--- config.mk ---
export PLATFORM = sky130hd
export DESIGN_NAME = sevenseg_scan_ctrl
export DESIGN_NICKNAME = d
export VERILOG_FILES = /design/src/rtl/sevenseg_pkg.sv /design/src/rtl/seg_lut.sv /design/src/rtl/sevenseg_scan_ctrl.sv
export SDC_FILE = /design/constraint.sdc
export NUM_CORES = 1
export LEC_CHECK = 0
export ABC_CLOCK_PERIOD_IN_PS = 5600
export BUFFER_PORTS_ARGS = -buffer_cell sky130_fd_sc_hd__buf_2
export CAP_MARGIN = 20
export CORE_MARGIN = 2
export CORE_UTILIZATION = 40
export CTS_BUF_LIST = sky130_fd_sc_hd__clkbuf_16
export DETAILED_ROUTE_END_ITERATION = 8
export HOLD_SLACK_MARGIN = 0.12
export PLACE_DENSITY = 0.56
export SLEW_MARGIN = 0
export SYNTH_ARGS = -nofsm -noshare
export SYNTH_HDL_FRONTEND = slang
export SYNTH_SLANG_ARGS = --single-unit
--- constraint.sdc ---
create_clock -name clk -period 5.6 [get_ports clk]
set_input_delay 0.28 -clock clk [delete_from_list [all_inputs] [get_ports clk]]
set_output_delay 0.28 -clock clk [all_outputs]
set_load 0.005 [all_outputs]
--- src/rtl/sevenseg_pkg.sv ---
// sevenseg_pkg: segment patterns, converter states and widths for the scan controller
package sevenseg_pkg;
    localparam int BIN_W      = 14;
    localparam int NUM_DIGITS = 4;
    localparam int BCD_W      = 4 * NUM_DIGITS;
    localparam logic [3:0] DASH_CODE = 4'hF;
    localparam logic [6:0] SEG_0     = 7'b1111110;
    localparam logic [6:0] SEG_1     = 7'b0110000;
    localparam logic [6:0] SEG_2     = 7'b1101101;
    localparam logic [6:0] SEG_3     = 7'b1111001;
    localparam logic [6:0] SEG_4     = 7'b0110011;
    localparam logic [6:0] SEG_5     = 7'b1011011;
    localparam logic [6:0] SEG_6     = 7'b1011111;
    localparam logic [6:0] SEG_7     = 7'b1110000;
    localparam logic [6:0] SEG_8     = 7'b1111111;
    localparam logic [6:0] SEG_9     = 7'b1110011;
    localparam logic [6:0] SEG_DASH  = 7'b0000001;
    localparam logic [6:0] SEG_BLANK = 7'b0000000;
    typedef enum logic [1:0] {IDLE, SHIFT, COMMIT} conv_state_e;
endpackage

--- src/rtl/seg_lut.sv ---
// seg_lut: 4-bit digit code to abcdefg pattern, non-decimal codes show a dash
module seg_lut
    import sevenseg_pkg::*;
(
    input  logic [3:0] code,
    output logic [6:0] seg
);
    always_comb begin
        case (code)
            4'd0:    seg = SEG_0;
            4'd1:    seg = SEG_1;
            4'd2:    seg = SEG_2;
            4'd3:    seg = SEG_3;
            4'd4:    seg = SEG_4;
            4'd5:    seg = SEG_5;
            4'd6:    seg = SEG_6;
            4'd7:    seg = SEG_7;
            4'd8:    seg = SEG_8;
            4'd9:    seg = SEG_9;
            default: seg = SEG_DASH;
        endcase
    end
endmodule

--- src/rtl/sevenseg_scan_ctrl.sv ---
// sevenseg_scan_ctrl: binary-to-BCD converter feeding a 4-digit multiplexed common-anode display
module sevenseg_scan_ctrl
    import sevenseg_pkg::*;
#(
    parameter int DWELL = 1000
) (
    input  logic             clk,
    input  logic             rst_n,
    input  logic             load,
    input  logic [BIN_W-1:0] bin_in,
    input  logic             blank_lz,
    output logic             ready,
    output logic             ovf,
    output logic [6:0]       seg,
    output logic [3:0]       an
);
    localparam int DW = $clog2(DWELL);

    conv_state_e state_q, state_d;
    logic [BIN_W-1:0] val_q, val_d, sh_q, sh_d;
    logic [BCD_W-1:0] bcd_q, bcd_d, adj;
    logic [3:0] cnt_q, cnt_d;
    logic blz_q, blz_d, ready_q, ready_d, ovf_q, ovf_d;
    logic [NUM_DIGITS-1:0][3:0] code_q, code_d;
    logic [NUM_DIGITS-1:0] blank_q, blank_d;
    logic [DW-1:0] dwell_q, dwell_d;
    logic [1:0] idx_q, idx_d;
    logic [6:0] seg_q, seg_d, lut_seg;
    logic [3:0] an_q, an_d;

    always_comb begin
        state_d = state_q;
        val_d   = val_q;
        sh_d    = sh_q;
        bcd_d   = bcd_q;
        cnt_d   = cnt_q;
        blz_d   = blz_q;
        ovf_d   = ovf_q;
        code_d  = code_q;
        blank_d = blank_q;
        adj     = bcd_q;
        for (int i = 0; i < NUM_DIGITS; i++)
            adj[4*i +: 4] = bcd_q[4*i +: 4] >= 4'd5 ? bcd_q[4*i +: 4] + 4'd3 : bcd_q[4*i +: 4];
        if (state_q == IDLE && load) begin
            state_d = SHIFT;
            val_d   = bin_in;
            sh_d    = bin_in;
            blz_d   = blank_lz;
            bcd_d   = '0;
            cnt_d   = '0;
        end else if (state_q == SHIFT) begin
            {bcd_d, sh_d} = {adj, sh_q} << 1;
            cnt_d         = cnt_q + 4'd1;
            state_d       = cnt_q == 4'(BIN_W - 1) ? COMMIT : SHIFT;
        end else if (state_q == COMMIT) begin
            state_d = IDLE;
            ovf_d   = val_q > 14'd9999;
            // a digit is leading-zero when it and everything above it is zero
            for (int i = 0; i < NUM_DIGITS; i++) begin
                code_d[i]  = ovf_d ? DASH_CODE : bcd_q[4*i +: 4];
                blank_d[i] = !ovf_d && blz_q && i != 0 && (bcd_q >> (4*i)) == '0;
            end
        end
        ready_d = state_d == IDLE;
    end

    seg_lut u_lut (.code(code_q[idx_q]), .seg(lut_seg));

    always_comb begin
        dwell_d = dwell_q == DW'(DWELL - 1) ? '0 : dwell_q + 1'b1;
        idx_d   = dwell_q == DW'(DWELL - 1) ? idx_q + 2'd1 : idx_q;
        seg_d   = blank_q[idx_q] ? SEG_BLANK : lut_seg;
        an_d    = ~(NUM_DIGITS'(1) << idx_q);
    end

    always_ff @(posedge clk) begin
        if (!rst_n) begin
            state_q <= IDLE;
            val_q   <= '0;
            sh_q    <= '0;
            bcd_q   <= '0;
            cnt_q   <= '0;
            blz_q   <= 1'b0;
            ready_q <= 1'b1;
            ovf_q   <= 1'b0;
            code_q  <= '0;
            blank_q <= '1;
            dwell_q <= '0;
            idx_q   <= '0;
            seg_q   <= SEG_BLANK;
            an_q    <= '1;
        end else begin
            state_q <= state_d;
            val_q   <= val_d;
            sh_q    <= sh_d;
            bcd_q   <= bcd_d;
            cnt_q   <= cnt_d;
            blz_q   <= blz_d;
            ready_q <= ready_d;
            ovf_q   <= ovf_d;
            code_q  <= code_d;
            blank_q <= blank_d;
            dwell_q <= dwell_d;
            idx_q   <= idx_d;
            seg_q   <= seg_d;
            an_q    <= an_d;
        end
    end

    assign ready = ready_q;
    assign ovf   = ovf_q;
    assign seg   = seg_q;
    assign an    = an_q;
endmodule

==> After elaboration in Yosys (flattened, before gate mapping) <==
Memory sizes are Yosys's and may differ from the RTL's. A register that Yosys moved wholly into a read port is not among the register bits.
Index checks and enable logic that the tools add are counted.
{ "classes": {"n_addsub": 7, "order_cmp": 6, "n_eq_ne": 4, "n_shift": 1, "n_mux": 18, "bitwise_logic": 4, "n_reduce_logical": 16} }
{ "op_table": {"columns": ["cell", "count"], "rows": [
  ["$logic_not 16->1", 3],
  ["$mux 4", 8],
  ["$mux 14", 2],
  ["$ge 4x3->1 const B", 4],
  ["$gt 14x14->1 const B", 1],
  ["$add 4x2->4 const B", 3],
  ["$add 10x1->10 const B", 1],
  ["$eq 10x10->1 const B", 1],
  ["$bmux 4 s2", 1],
  ["$mux 2", 4],
  ["$reduce_or 2->1", 3],
  ["$logic_and 1x1->1", 5],
  ["$add 4x1->4 const B", 1],
  ["$eq 4x4->1 const B", 1],
  ["$logic_not 2->1", 2],
  ["$not 4->4", 1],
  ["$shl 1x2->4 const A", 1],
  ["$add 3x2->3 const B", 1],
  ["$lt 2x3->1 const B", 1],
  ["$mux 3", 1],
  ["$not 1->1", 3],
  ["$reduce_and 3->1", 1],
  ["$add 2x1->2 const B", 1],
  ["$bmux 1 s2", 1],
  ["other kinds (5)", 5]
]} }
{ "word_totals": {"ff_bits": 89, "romBits": 112, "input_bits": 18, "out_inout_bits": 13, "wordCells": 73, "mem_count": 1} }
{ "memory_table": {"columns": ["name", "words", "width", "rd", "rd_ports_with_merged_regs", "wr", "line_no", "source"], "rows": [
  ["(name not given)", 16, 7, 1, 1, 0, "seg_lut.sv:9", "case (code)"]
]} }

==> Logic depth before layout (Yosys ltp) <==
{ "logic_depth": {"ltp_word": 5, "mapped_depth": 8, "ltp_nobuf": 7} }

==> Cells and area by module <==
Synthesis repeated with hierarchy kept, for this count alone.
{ "hier_totals": {"cells_unflattened": 453, "area_unflattened_um2": 4206.5} }
{ "by_module_without_submodules": {"columns": ["module", "instances", "cells_per_inst", "area_per_inst_um2", "seq_area_each_um2"], "rows": [
  ["sevenseg_scan_ctrl", 1, 425, 4020.1, 1841.8],
  ["seg_lut", 1, 28, 186.4, 0.0]
]} }

==> Least setup slack after synthesis <==
OpenSTA, ideal clock, no wires.
{ "synth_path": {"kind": "flip-flop to flip-flop", "startpoint": "register idx_q[0]", "endpoint": "register seg_q[3], in the netlist seg[3]", "arrival_ns": 1.702, "setup_slack_ns": 3.827, "stages_incl_launch_ff": 8, "n_path_buf": 1, "path_cell_list": "dfxtp_1 buf_6 mux4_2 inv_1 ha_1 nand2b_4 or2_1 a21oi_1"} }
{ "synth_between": {"elab_chain_len": 3} }
{ "synth_lines": {"columns": ["element", "line_no", "source"], "rows": [
  ["start: declaration", "sevenseg_scan_ctrl.sv:27", "logic [1:0] idx_q, idx_d;"],
  ["start signal: assignment", "sevenseg_scan_ctrl.sv:104", "idx_q <= idx_d;"],
  ["$bmux 1 s2", "sevenseg_scan_ctrl.sv:72", "seg_d = blank_q[idx_q] ? SEG_BLANK : lut_seg;"],
  ["$mux 1 (not written as such)", "sevenseg_scan_ctrl.sv:72", null],
  ["$reduce_or 2->1 (no line)", null, null],
  ["end: declaration", "sevenseg_scan_ctrl.sv:28", "logic [6:0] seg_q, seg_d, lut_seg;"]
]} }
Several ways; a longest one is shown, not always the timed one. The select of a mux whose other input is x is not followed.
A chain may end at the register's enable or synchronous reset.

==> Final worst setup path <==
Same ends and word-level chain as after synthesis.

==> results by group <==
Outcome
  • Result of the run: completed

Drt
  • DRC violations left: 0
  • Number of design-rule violations left by the first detailed-router iteration: 140
  • Number of vias in the routed layout: between 2000 and 3000
  • Post-DR wirelength/cell: about 13 µm
  • Detailed-routing iteration count for the pre-antenna-repair pass: 5
  • Routed Antenna Nets: 0
  • Wire length reported by the detailed router: 7.85 mm
  • Drt via density: 4.89

Yosys
  • Synth Net Count: roughly 500
  • Async set-reset flop share out of synthesis: 0%
  • Leading cell types by count after synthesis: nand2_1 (95), dfxtp_1 (92), nor2_1 (31)
  • Dominant cell by count in the synthesized netlist: nand2_1
  • Area fraction of the dominant cell type after synthesis: between 40 and 50%
  • Warnings from Yosys: 0
  • Cells after synthesis: 453
  • Cell accounting for the most synthesized area: dfxtp_1
  • Synth Register Bits: slightly above 90
  • Netlist Area Pre-Place: 4020 µm²
  • Number of different library cells in the post-synthesis netlist: 41
  • Count of flip-flops with a built-in enable after synthesis: 0
  • Seq/Total Area, Yosys: 45.9%
  • Average instance area after synthesis: 8.87 µm²
  • Top cells by area, synth: dfxtp_1 (46%), nand2_1 (8.9%), ha_1 (7.5%)
  • Most used flip-flop cell after synthesis: dfxtp_1

GRT
  • Vias in the first global route: 2809
  • Maximum number of pins on one net before global-route repair: 44
  • Global-route wire length before repair: around 14 mm
  • Initial antenna violation count: 0
  • Global router's overall resource usage: about 16%
  • Total global routing overflow: 0

Finish
  • Register area: 1840 µm²
  • Post-synthesis to final-layout area growth: 14.4%
  • Total area of multi-input combinational cells: between 2000 and 2500 µm²
  • # fillers: 970
  • Fraction of layout instances using a drive strength above 1: 13.9%
  • Antenna cells: 0
  • Utilization of the core after routing: 47.0%
  • Final instance count without filler cells: 609
  • Layout net count: roughly 510

STA
  • Unrepaired setup endpoints after global routing: no
  • Slew @ Worst Pin: 0.714 ns
  • Minimum period implied by the final worst setup slack: 2.01 ns
  • Max Fclk: roughly 500 MHz
  • Clock skew after layout: about 0.0056 ns
  • Max transition margin: 52.4%
  • Accumulated negative setup slack: 0 ns
  • Total setup violations reported at the end of the flow: 0
  • Fraction of the cycle the final worst path needs: 35.8%
  • Number of pins with negative max-slew slack in the final report: 0
  • Hold Fails Final Rpt: 0
  • Minimum hold slack: 0.198 ns

Place
  • Number of port buffers: 30
  • Detailed placer's ending HPWL: approximately 5.5 mm
  • Placer congestion estimate: 0.814
  • DP Cell Count: 594

Clock tree
  • Maximum count of clock buffers along a single path: 2
  • TritonCTS clock tree: built
  • Clock-pin slew reported for the worst setup and hold paths after clock tree synthesis: 0.06 ns
  • Number of hold buffers added after cts: 0
  • CTS Root Buffer Type: clkbuf_16
  • Clock insertion delay at the later pin of the skew report: 0.34 ns
  • Depth of the CTS H-tree: 3
  • # resized after CTS: 0
  • Number of buffers inserted during clock tree synthesis: 9
  • Post-CTS setup buffer count: 0
  • Clock sink count: 92

Floorplanning
  • Die height: around 100 µm
  • Initial core utilization: between 40% and 50%
  • Number of rows created at floorplan: 36
  • # IOs: 31
  • Core outline area: 9770 µm²
  • Die X: 104 µm
  • Overall die area: 10900 µm²

Hold path
  • Kind of path behind the tightest hold check: in -> reg

Power
  • Power per standard cell area: 319 nW/µm²
  • P_leak: 1.76 nW
  • Final Total Pwr: 0.00147 W
  • Maximum vdd ir drop: ~180 µV

Job
  • Max-cap violations: 0

Worst setup path
  • Most used cell, CP: nand2_1
  • Nature of the critical path endpoint: register
  • Arrival time worst endpoint: 2.22 ns
  • Ordered cell list for the critical path: mux4_2 -> inv_1 -> ha_1 -> nand2_1 -> o21ai_0 -> nand2_1 -> a21oi_1
  • Critical Path RT: about 5.8 ns
  • Crit path launch type: register
  • Library cell contributing the largest single delay on the critical path: mux4_2
  • Critical path peak fanout: 9
  • Kind of critical path: reg -> reg
  • Delay of the slowest critical-path stage: 0.63 ns
[kinds of logic after synthesis]
kind of cell	share of synthesized area, %
buffers and inverters	4.24
xor gates and xnor gates	3.71
DFF	45.9
and+or+nand+nor	18.6
AOI/OAI and AO/OA	16.1
adders and majority gates	7.48
muxes	4.02
[registers in the layout, indices dropped and copies added, names as in the netlist, 2 cells and up]
signal and flops:
idx_q 2, bcd_q 16, code_q 16, sh_q 14, state_q 2, val_q 10, an 4, blank_q 4
cnt_q 4, dwell_q 10, seg 7
[worst paths after layout]
check / from / to / slack, ns / depth (start not counted)
hold reg to reg: blank_q[0] / blank_q[0] / 0.45 / 2
hold / removal: bin_in[0] / sh_q[0] / 0.20 / 3
setup reg to reg: idx_q[0] / seg[3] / 3.59 / 7
setup / recovery: idx_q[0] / seg[3] / 3.59 / 7
[layout make-up]
type | count | area share (%)
inverters | 16 | 1.31
flip-flops and latches | 92 | 40.1
well taps | 133 | 3.62
multi-input cells | 321 | 43.7
clock buffers | 9 | 4.90
clock inverters | 6 | 2.81
repair buffers | 32 | 3.59
[worst max-delay path: cells and delay by family (launching register included)]
family / cells / cell delay (ns)
compound gates: 2 / 0.14
fa+ha+maj: 1 / 0.25
mux: 1 / 0.63
buf+inv: 1 / 0.13
flops: 1 / 0.58
simple gates: 2 / 0.15
[report_power, final]
group	total [W]	switching, W	leakage (nW)	internal, W
Clock	0.000717	0.000240	0.177	0.000476
Sequential	0.000683	0.0000111	0.747	0.000672
Combinational	0.0000681	0.0000447	0.834	0.0000234
Total	0.00147	0.000296	1.76	0.00117
[through the flow]
step / cell area [µm²] / setup slack [ns]
finish: 4590 / 3.59
global placement: 4240 / 3.62
global route: 4590 / 3.37
CTS: 4590 / 3.57
detailed placement: 4240 / 3.58
floorplan: 4020 / 3.83
[cells in the final DEF, fill, tap and decap left out, types with 2 or more instances in the layout]
cell type  synthesis  layout
nand2_1           95      95
dfxtp_1           92      92
nor2_1            31      31
a21oi_1           30      30
buf_2              4      30
ha_1              24      24
a31oi_1           22      22
o21ai_0           21      21
inv_1             16      17
xnor2_1           11      11
a21boi_0          11      11
nand2b_1           9       9
nand3_1            9       9
clkbuf_16          0       9
o221a_2            8       8
mux2i_1            6       6
xor2_1             6       6
and2_1             5       5
mux4_2             4       4
bufinv_16          0       4
a211oi_1           3       3
nor3_1             3       3
nor3b_1            2       2
o31ai_1            2       2
and3_1             2       2
nand4_1            2       2
buf_4              0       2
[routing by layer]
metal	vias up	wire length, µm	GRT usage (%)
met3	4	241	5.33
met4	0	70	4.05
met1	1354	4060	21.4
li1	1578	-	-
met5	-	0	0
met2	40	3480	23.6
Power figures use the tool's default switching activity.
